==> src/rtl/debug_capture_spi_ctrl.sv <==
// debug_capture_spi_ctrl
// Buffers debug-instruction bytes from the core into a FIFO and drains them
// to an external host through a mode-0 (CPOL=0, CPHA=0) SPI slave link.
// Each frame starts with a status byte {overflow, count}. The host may send a
// flush command in that byte. Every later byte pops one FIFO entry.
//
// Ports:
//   i_clk, i_reset            system clock, asynchronous active-high reset
//   i_instr, i_capture        byte from the core and its push strobe
//   i_spi_sclk/csn/mosi       asynchronous SPI pins from the host
//   o_spi_miso                device->host data, 0 while CSN is high
//   o_count, o_empty          FIFO occupancy and empty flag
//   o_overflow                sticky flag for a dropped push
//   o_active                  synchronised CSN low
//   o_last_instr              last byte accepted into the FIFO
module debug_capture_spi_ctrl #(
  parameter int         FIFO_DEPTH  = 16,
  parameter int         ADDR_W      = 4,
  parameter int         SYNC_STAGES = 2,
  parameter logic [7:0] EMPTY_FILL  = 8'h00,
  parameter logic [7:0] CMD_FLUSH   = 8'hA5
) (
  input  logic              i_clk,
  input  logic              i_reset,
  input  logic [7:0]        i_instr,
  input  logic              i_capture,
  input  logic              i_spi_sclk,
  input  logic              i_spi_csn,
  input  logic              i_spi_mosi,
  output logic              o_spi_miso,
  output logic [ADDR_W:0]   o_count,
  output logic              o_empty,
  output logic              o_overflow,
  output logic              o_active,
  output logic [7:0]        o_last_instr
);

  typedef enum logic [1:0] {IDLE, HDR, DATA} state_t;

  state_t state, state_next;

  logic [SYNC_STAGES-1:0] sclk_sync, csn_sync, mosi_sync;
  logic sclk_prev, csn_prev;
  logic sclk_s, csn_s, mosi_s;
  logic sclk_rise, sclk_fall, csn_fall, csn_rise;

  logic [7:0]        mem [FIFO_DEPTH];
  logic [ADDR_W-1:0] wr_ptr, rd_ptr;
  logic              full, do_push;

  logic [7:0] shreg, rx, rx_next;
  logic [2:0] bitcnt;
  logic       load_pend, cur_valid, hdr_ovf;
  logic       byte_done, flush, ovf_clear, pop;

  // Synchronisers start at the idle bus levels so that reset never produces
  // a spurious CSN or SCLK edge.
  always_ff @(posedge i_clk or posedge i_reset) begin
    if (i_reset) begin
      sclk_sync <= '0;
      csn_sync  <= '1;
      mosi_sync <= '0;
      sclk_prev <= 1'b0;
      csn_prev  <= 1'b1;
    end else begin
      sclk_sync <= {sclk_sync[SYNC_STAGES-2:0], i_spi_sclk};
      csn_sync  <= {csn_sync[SYNC_STAGES-2:0], i_spi_csn};
      mosi_sync <= {mosi_sync[SYNC_STAGES-2:0], i_spi_mosi};
      sclk_prev <= sclk_s;
      csn_prev  <= csn_s;
    end
  end

  assign sclk_s    = sclk_sync[SYNC_STAGES-1];
  assign csn_s     = csn_sync[SYNC_STAGES-1];
  assign mosi_s    = mosi_sync[SYNC_STAGES-1];
  assign sclk_rise = sclk_s & ~sclk_prev;
  assign sclk_fall = ~sclk_s & sclk_prev;
  assign csn_fall  = ~csn_s & csn_prev;
  assign csn_rise  = csn_s & ~csn_prev;

  assign rx_next   = {rx[6:0], mosi_s};
  assign byte_done = sclk_rise & (bitcnt == 3'd7);
  assign full      = (o_count == (ADDR_W+1)'(FIFO_DEPTH));
  // A push while full is still accepted when the same cycle pops a slot free.
  // A flush discards any push in the same cycle.
  assign do_push   = i_capture & ~flush & (~full | pop);

  assign o_empty    = (o_count == '0);
  assign o_active   = ~csn_s;
  assign o_spi_miso = ~csn_s & shreg[7];

  always_ff @(posedge i_clk or posedge i_reset) begin
    if (i_reset) state <= IDLE;
    else         state <= state_next;
  end

  // Frame sequencing: header byte first, then data bytes until CSN rises.
  always_comb begin
    state_next = state;
    flush      = 1'b0;
    ovf_clear  = 1'b0;
    pop        = 1'b0;
    if (state != IDLE && csn_rise) begin
      state_next = IDLE;
    end else begin
      case (state)
        IDLE: if (csn_fall) state_next = HDR;
        HDR: begin
          if (byte_done) begin
            if (rx_next == CMD_FLUSH) flush = 1'b1;
            else if (hdr_ovf)         ovf_clear = 1'b1;
            state_next = DATA;
          end
        end
        DATA: if (byte_done && cur_valid) pop = 1'b1;
        default: state_next = IDLE;
      endcase
    end
  end

  always_ff @(posedge i_clk) begin
    if (do_push) mem[wr_ptr] <= i_instr;
  end

  // FIFO bookkeeping. A new overflow beats a read-to-clear in the same cycle.
  always_ff @(posedge i_clk or posedge i_reset) begin
    if (i_reset) begin
      wr_ptr       <= '0;
      rd_ptr       <= '0;
      o_count      <= '0;
      o_overflow   <= 1'b0;
      o_last_instr <= 8'h00;
    end else if (flush) begin
      rd_ptr     <= wr_ptr;
      o_count    <= '0;
      o_overflow <= 1'b0;
    end else begin
      if (do_push) begin
        wr_ptr       <= wr_ptr + ADDR_W'(1);
        o_last_instr <= i_instr;
      end
      if (pop) rd_ptr <= rd_ptr + ADDR_W'(1);
      if (do_push && !pop)      o_count <= o_count + (ADDR_W+1)'(1);
      else if (!do_push && pop) o_count <= o_count - (ADDR_W+1)'(1);
      if (i_capture && full && !pop) o_overflow <= 1'b1;
      else if (ovf_clear)            o_overflow <= 1'b0;
    end
  end

  // SPI shifter. Bits are received on SCLK rise. MISO advances on SCLK fall.
  // The byte after a completed one is loaded on the following fall, so a pop
  // on the 8th rise is already visible when the next head is peeked.
  always_ff @(posedge i_clk or posedge i_reset) begin
    if (i_reset) begin
      shreg     <= 8'h00;
      rx        <= 8'h00;
      bitcnt    <= 3'd0;
      load_pend <= 1'b0;
      cur_valid <= 1'b0;
      hdr_ovf   <= 1'b0;
    end else if (csn_rise) begin
      load_pend <= 1'b0;
      bitcnt    <= 3'd0;
    end else if (state == IDLE) begin
      if (csn_fall) begin
        shreg     <= {o_overflow, 7'(o_count)};
        hdr_ovf   <= o_overflow;
        bitcnt    <= 3'd0;
        load_pend <= 1'b0;
        cur_valid <= 1'b0;
      end
    end else if (sclk_rise) begin
      rx     <= rx_next;
      bitcnt <= bitcnt + 3'd1;
      if (bitcnt == 3'd7) load_pend <= 1'b1;
    end else if (sclk_fall) begin
      if (load_pend) begin
        shreg     <= o_empty ? EMPTY_FILL : mem[rd_ptr];
        cur_valid <= ~o_empty;
        load_pend <= 1'b0;
      end else begin
        shreg <= {shreg[6:0], 1'b0};
      end
    end
  end

endmodule
==> config.mk <==
export PLATFORM = sky130hd
export DESIGN_NAME = debug_capture_spi_ctrl
export DESIGN_NICKNAME = d
export VERILOG_FILES = /design/src/rtl/debug_capture_spi_ctrl.sv
export SDC_FILE = /design/constraint.sdc
export NUM_CORES = 1
export LEC_CHECK = 0
export ABC_CLOCK_PERIOD_IN_PS = 4400
export BUFFER_PORTS_ARGS = -buffer_cell sky130_fd_sc_hd__buf_2
export CORE_AREA = 4 4 89 174
export CTS_CLUSTER_DIAMETER = 150
export CTS_CLUSTER_SIZE = 24
export DETAILED_ROUTE_END_ITERATION = 8
export DIE_AREA = 0 0 93 178
export GPL_TIMING_DRIVEN = 0
export PLACE_DENSITY = 0.78
export SETUP_SLACK_MARGIN = 0.05
export SLEW_MARGIN = 10
export SYNTH_ARGS = -nofsm -noshare
export SYNTH_HDL_FRONTEND = slang
export SYNTH_SLANG_ARGS = --single-unit
==> constraint.sdc <==
create_clock -name i_clk -period 4.4 [get_ports i_clk]
set_clock_uncertainty 0.1 [all_clocks]
set_input_delay 1.1 -clock i_clk [delete_from_list [all_inputs] [get_ports i_clk]]
set_output_delay 1.1 -clock i_clk [all_outputs]
set_load 0.05 [all_outputs]
---- Word level (Yosys, flattened, before mapping) ----
Memory sizes are Yosys's and may differ from the RTL's.
Index checks and enable logic that the tools add are counted.
word-level totals
  bits in registers ....................... 53
  bits in writable memories ............... 128
  bits of input ports ..................... 14
  memories kept ........................... 1
operators by class
  add/sub/neg operators ................... 5
  equality and inequality tests ........... 12
  muxes and demuxes ....................... 46
  bitwise operators ....................... 18
  reduce and logical (&&, ||, !) cells .... 26
memory list
  name  words  width  read ports  clocked after Yosys merged registers in  write ports  RTL line  text
  mem   16     8      1           0                                        1            47        logic [7:0] mem [FIFO_DEPTH];
operators by type and width
  operator             count
  $mux 8               6
  $mux 1               27
  $mux 5               3
  $mux 3               4
  $reduce_and 3->1     4
  $ne 3x3->1 const B   3
  $not 1->1            9
  $reduce_bool 3->1    3
  $add 4x1->4 const B  2
  $and 1x1->1          8
  $eq 8x8->1 const B   1
  $mux 4               2
  $reduce_bool 2->1    4
  $logic_and 1x1->1    6
  $mux 2               3
  $pmux 2 s3           1
  $add 5x1->5 const B  1
  $eq 5x5->1 const B   1
  $logic_not 5->1      1
  $reduce_and 5->1     1
  $sub 5x1->5 const B  1
  $ne 2x2->1 const B   2
  $ne 4x1->1 const B   1
  $reduce_and 2->1     2
  other kinds (10)     11

---- Longest topological paths before layout ----
  depth after elaboration ................. 14
  depth in mapped cells ................... 15
  gate-level depth less buffers ........... 12

---- Worst setup path before layout ----
No wires, ideal clock.
  path type ............................... reg-to-reg
  from .................................... register csn_prev
  to ...................................... register o_count[4]
  setup time .............................. 0.132 ns
  arrival time ............................ 3.457 ns
  setup slack ............................. 0.711 ns
  cell stages (with the launch flop) ...... 15
  cells stage by stage .................... dfstp_2 > inv_1 > ha_1 > or3b_1 > or2_1 > buf_6 > a311oi_4 > buf_6 > nand2_1 > fa_1 > a21o_1 > a21oi_1 > mux2i_1 > xnor2_1 > nor2_1
on the way
  cells in the longest elaborated chain, start to end .. 10
  elaborated cells on any way between the ends .. 16
RTL lines
  element                                                      RTL line  text
  from (decl)                                                  43        logic sclk_prev, csn_prev;
  from (signal assigned)                                       70        csn_prev <= csn_s;
  $not 1->1 (*)                                                80        assign csn_rise = csn_s & ~csn_prev;
  $and 1x1->1 (*)                                              80
  $logic_and 1x1->1 (*)                                        104       if (state != IDLE && csn_rise) begin
  $mux 1                                                       104
  $not 1->1 (no line)                                          n/a
  $and 1x1->1 (2 in series)                                    87        assign do_push = i_capture & ~flush & (~full | pop);
  $logic_and 1x1->1 / $logic_not 1->1 (equally long branches)  144, 145
  $mux 5 / $logic_and 1x1->1 (equally long branches)           144, 145
  $mux 5 / $reduce_bool 3->1 (equally long branches)           n/a
  to (signal assigned)                                         144       if (do_push && !pop) o_count <= o_count + (ADDR_W+1)'(1);
  to (signal assigned)                                         145       else if (!do_push && pop) o_count <= o_count - (ADDR_W+1)'(1);
  to (decl)                                                    31        output logic [ADDR_W:0] o_count,
Every way passes the cells marked *; elsewhere a longest branch is shown, timed or not.
A chain may end at the register's enable or synchronous reset.

---- Worst setup path in the final report ----
Same ends and word-level chain as after synthesis.

==> flow_metrics.tcl <==
set metrics [dict create \
    vdd_drop_max_v 0.0002220 \
    cts_tree "built" \
    crit_slowest_cell "dfstp_2" \
    final.setup.tns_ns 0 \
    fp.dieH_um 178 \
    design.portCount 31 \
    setup_ws_ns 0.4570 \
    nNetsFinal 564 \
    dr.first_iter.drc_count 336 \
    synth_common_cells "edfxtp_1 (128), dfrtp_1 (50), nor2_1 (35), nand2_1 (26), mux4_2 (24)" \
    ys_seq_area_frac 0.6776 \
    n_antenna_cell 0 \
    critPathBufInv 3 \
    synth_cell_types 56 \
    synth_warnings 0 \
    antenna_left 0 \
    hold_viol 0 \
    num_rows 61 \
    async_flop_share 0.2928 \
    dieArea_um2 16550 \
    period_minus_slack_ns 3.943 \
    crit_fanout 10 \
    power_switching_uw 1443 \
    seq_power_share 0.482 \
    htreeDepth 4 \
    synth_top_area_frac 0.5034 \
    cts_hold_buf 0 \
    clkSinkCount 181 \
    synth_area_um2 7635 \
    syn_nets 513 \
    clock_power_share 0.330 \
    drt-total-wl_um 16750 \
    timing.critical_path.mode_cell "buf_6" \
    p_leak_uw 0.003084 \
    drc 0 \
    setup_viol 0 \
    hold_end "sclk_sync[1]" \
    status "finished clean" \
    cp.arrival_ns 4.15 \
    grtUsageTotal 0.2180 \
    rr_worst_depth 14 \
    hold_class "flip-flop to flip-flop" \
    r2r_slack_ns 0.46 \
    areaGrowthSynthToFinish_pct 13.18 \
    synth_cells 483 \
    cp_cell_sequence "inv_1 > ha_1 > or3b_1 > or2_1 > buf_6 > a311oi_4 > buf_6 > nand2_1 > fa_1 > a21o_1 > a21oi_1 > mux2i_1 > xnor2_1 > nor2_1" \
    powerDensity_nw_per_um2 528.5 \
    die_w_um 93 \
    pre_cts_ws_ns 0.2813 \
    grt_pass1_vias 4572 \
    timing.hold.worst_path_depth 0 \
    total_power_uw 4567 \
    cts_root_buf "clkbuf_16" \
    yosysMostFrequentCell "edfxtp_1" \
    syn_avg_cell_area_um2 15.81 \
    clkLatencyLatePin_ns 0.43 \
    min_from "sclk_sync[0]" \
    vias_per_cell 6.015 \
    required_ns 4.61 \
    grt_max_degree 39 \
    critPathTopFamily "simple AND/OR/NAND/NOR gates" \
    cap_violations 0 \
    yosys.area.top_type "edfxtp_1" \
    internal_power_uw 3124 \
    period_share 0.8961 \
    final_layout_size_suffix_gt1_frac 0.2413 \
    io_buffers 30 \
    hpwlAfterDp_um 11630 \
    cts_buffer_depth 2 \
    reg2reg_to "o_count[4]" \
    combPwrFrac 0.188 \
    r2r-start "csn_prev" \
    grt_pass1_wl_um 26100 \
    synth_edf_count 128 \
    rsz0062_at_grt "no" \
    startpoint_type "flip-flop" \
    grt_overflow 0 \
    crit_path_end_kind "flip-flop" \
    dr.pass1.iters 5 \
    synth_area_leaders "edfxtp_1 (50%), dfrtp_1 (16%), mux4_2 (7.1%), mux2_2 (3.4%), mux2i_1 (2.6%)" \
    sw_frac_of_total 0.3160 \
    fmax_mhz 253.6 \
    multi_input_comb_area_um2 2291 \
    gp_congestion 0.9280 \
    critical_path_class "flip-flop to flip-flop" \
    register_area_um2 5174 \
    antenna_found_initial 0 \
    routedWlPerCell_um 22.75 \
    cts_made_buffers 17 \
    worst_slew_pin_slew_ns 0.9130 \
    crit_path_max_incr_delay_ns 0.53 \
    cts.reportedPaths.clkPinSlew_ns 0.07 \
    synth_flop_cell "edfxtp_1" \
    core_area_um2 14040 \
    holdWs_ns 0.2499 \
    vias 4427 \
    synth_seq_cells 181 \
    max-slew-margin-rel 0.3880 \
    start_util 0.5437 \
    slew_violations 0 \
    nFillCells 1071 \
]
## per-stage QoR
| stage | cell area (um^2) | instances | util |
|---|---|---|---|
| after detailed placement | 8041 | 703 | 0.5726 |
| after global routing | 8641 | 736 | 0.6153 |
| final | 8641 | 736 | 0.6153 |
| after global placement | 8021 | 702 | 0.5712 |
| after CTS | 8633 | 735 | 0.6148 |
| after floorplan | 7635 | 483 | - |
## power groups by stage
stage	sequential, uW	combinational [uW]	clock, uW
finish	2200	859	1510
global route	2220	930	1590
CTS	2200	861	1520
detailed placement	2240	852	0
global placement	2220	821	0
floorplan	2330	500	0
## sequential cells by signal (all words and copies together), names as in the netlist
| signal | count |
|---|---|
| mem | 128 |
| state | 2 |
| wr_ptr | 4 |
| sclk_prev | 1 |
| sclk_sync | 2 |
| shreg | 8 |
| mosi_sync | 2 |
| rx | 7 |
| rd_ptr | 4 |
| hdr_ovf | 1 |
| o_count | 5 |
| csn_sync | 2 |
| load_pend | 1 |
| o_last_instr | 8 |
| csn_prev | 1 |
| cur_valid | 1 |
| o_overflow | 1 |
| bitcnt | 3 |
## layout make-up
class,instances,area share
buffer,27,0.01405
clock buffer,17,0.04923
clock inverter,15,0.01926
inverter,13,0.005647
multi-input combinational,262,0.2651
sequential,181,0.5988
tap,189,0.02737
timing repair buffer,32,0.02056
## per-layer routing
metal  track usage  part of all wire  vias up
li1              -                 -     1950
met3       0.04010             0.047       52
met1        0.2393              0.34     2250
met5             0                 0        -
met2        0.3921              0.56      175
met4        0.1193             0.046        0
## worst max path at each step
stage,start,to,slack (ns),cells past startpoint
final,csn_prev,o_count[4],0.46,14
after global routing,csn_prev,o_count[4],0.29,14
after CTS,csn_prev,o_count[4],0.24,14
after detailed placement,csn_prev,o_count[4],0.28,14
after global placement,csn_prev,o_count[4],0.33,14
after floorplan,csn_prev,o_count[4],0.71,14
## cells by family (layout without fill, tap and decap cells)
group | count (synthesis) | after routing | synth area share
multiplexers | 68 | 68 | 0.1324
AND/OR/NAND/NOR | 107 | 107 | 0.07408
adder cells (fa/ha/maj) | 16 | 16 | 0.02720
XOR/XNOR | 7 | 7 | 0.009014
flip-flops | 181 | 181 | 0.6776
buffers and inverters | 40 | 104 | 0.02229
AO/OA/AOI/OAI | 64 | 64 | 0.05736
## placed cells by master, fill, tap and decap left out, drive strengths merged, types with 18 or more instances in the layout
master,count
a21oi,18
buf,43
clkbuf,33
dfrtp,50
edfxtp,128
inv,24
mux2,24
mux2i,20
mux4,24
nand2,29
nor2,35
## timing repair
action	CTS	global route
endpoints found under the setup margin	0	1
hold endpoints to repair	0	0
buffers inserted	0	1
resized for setup	0	0
No activity file was read; power rests on OpenSTA's default activity.
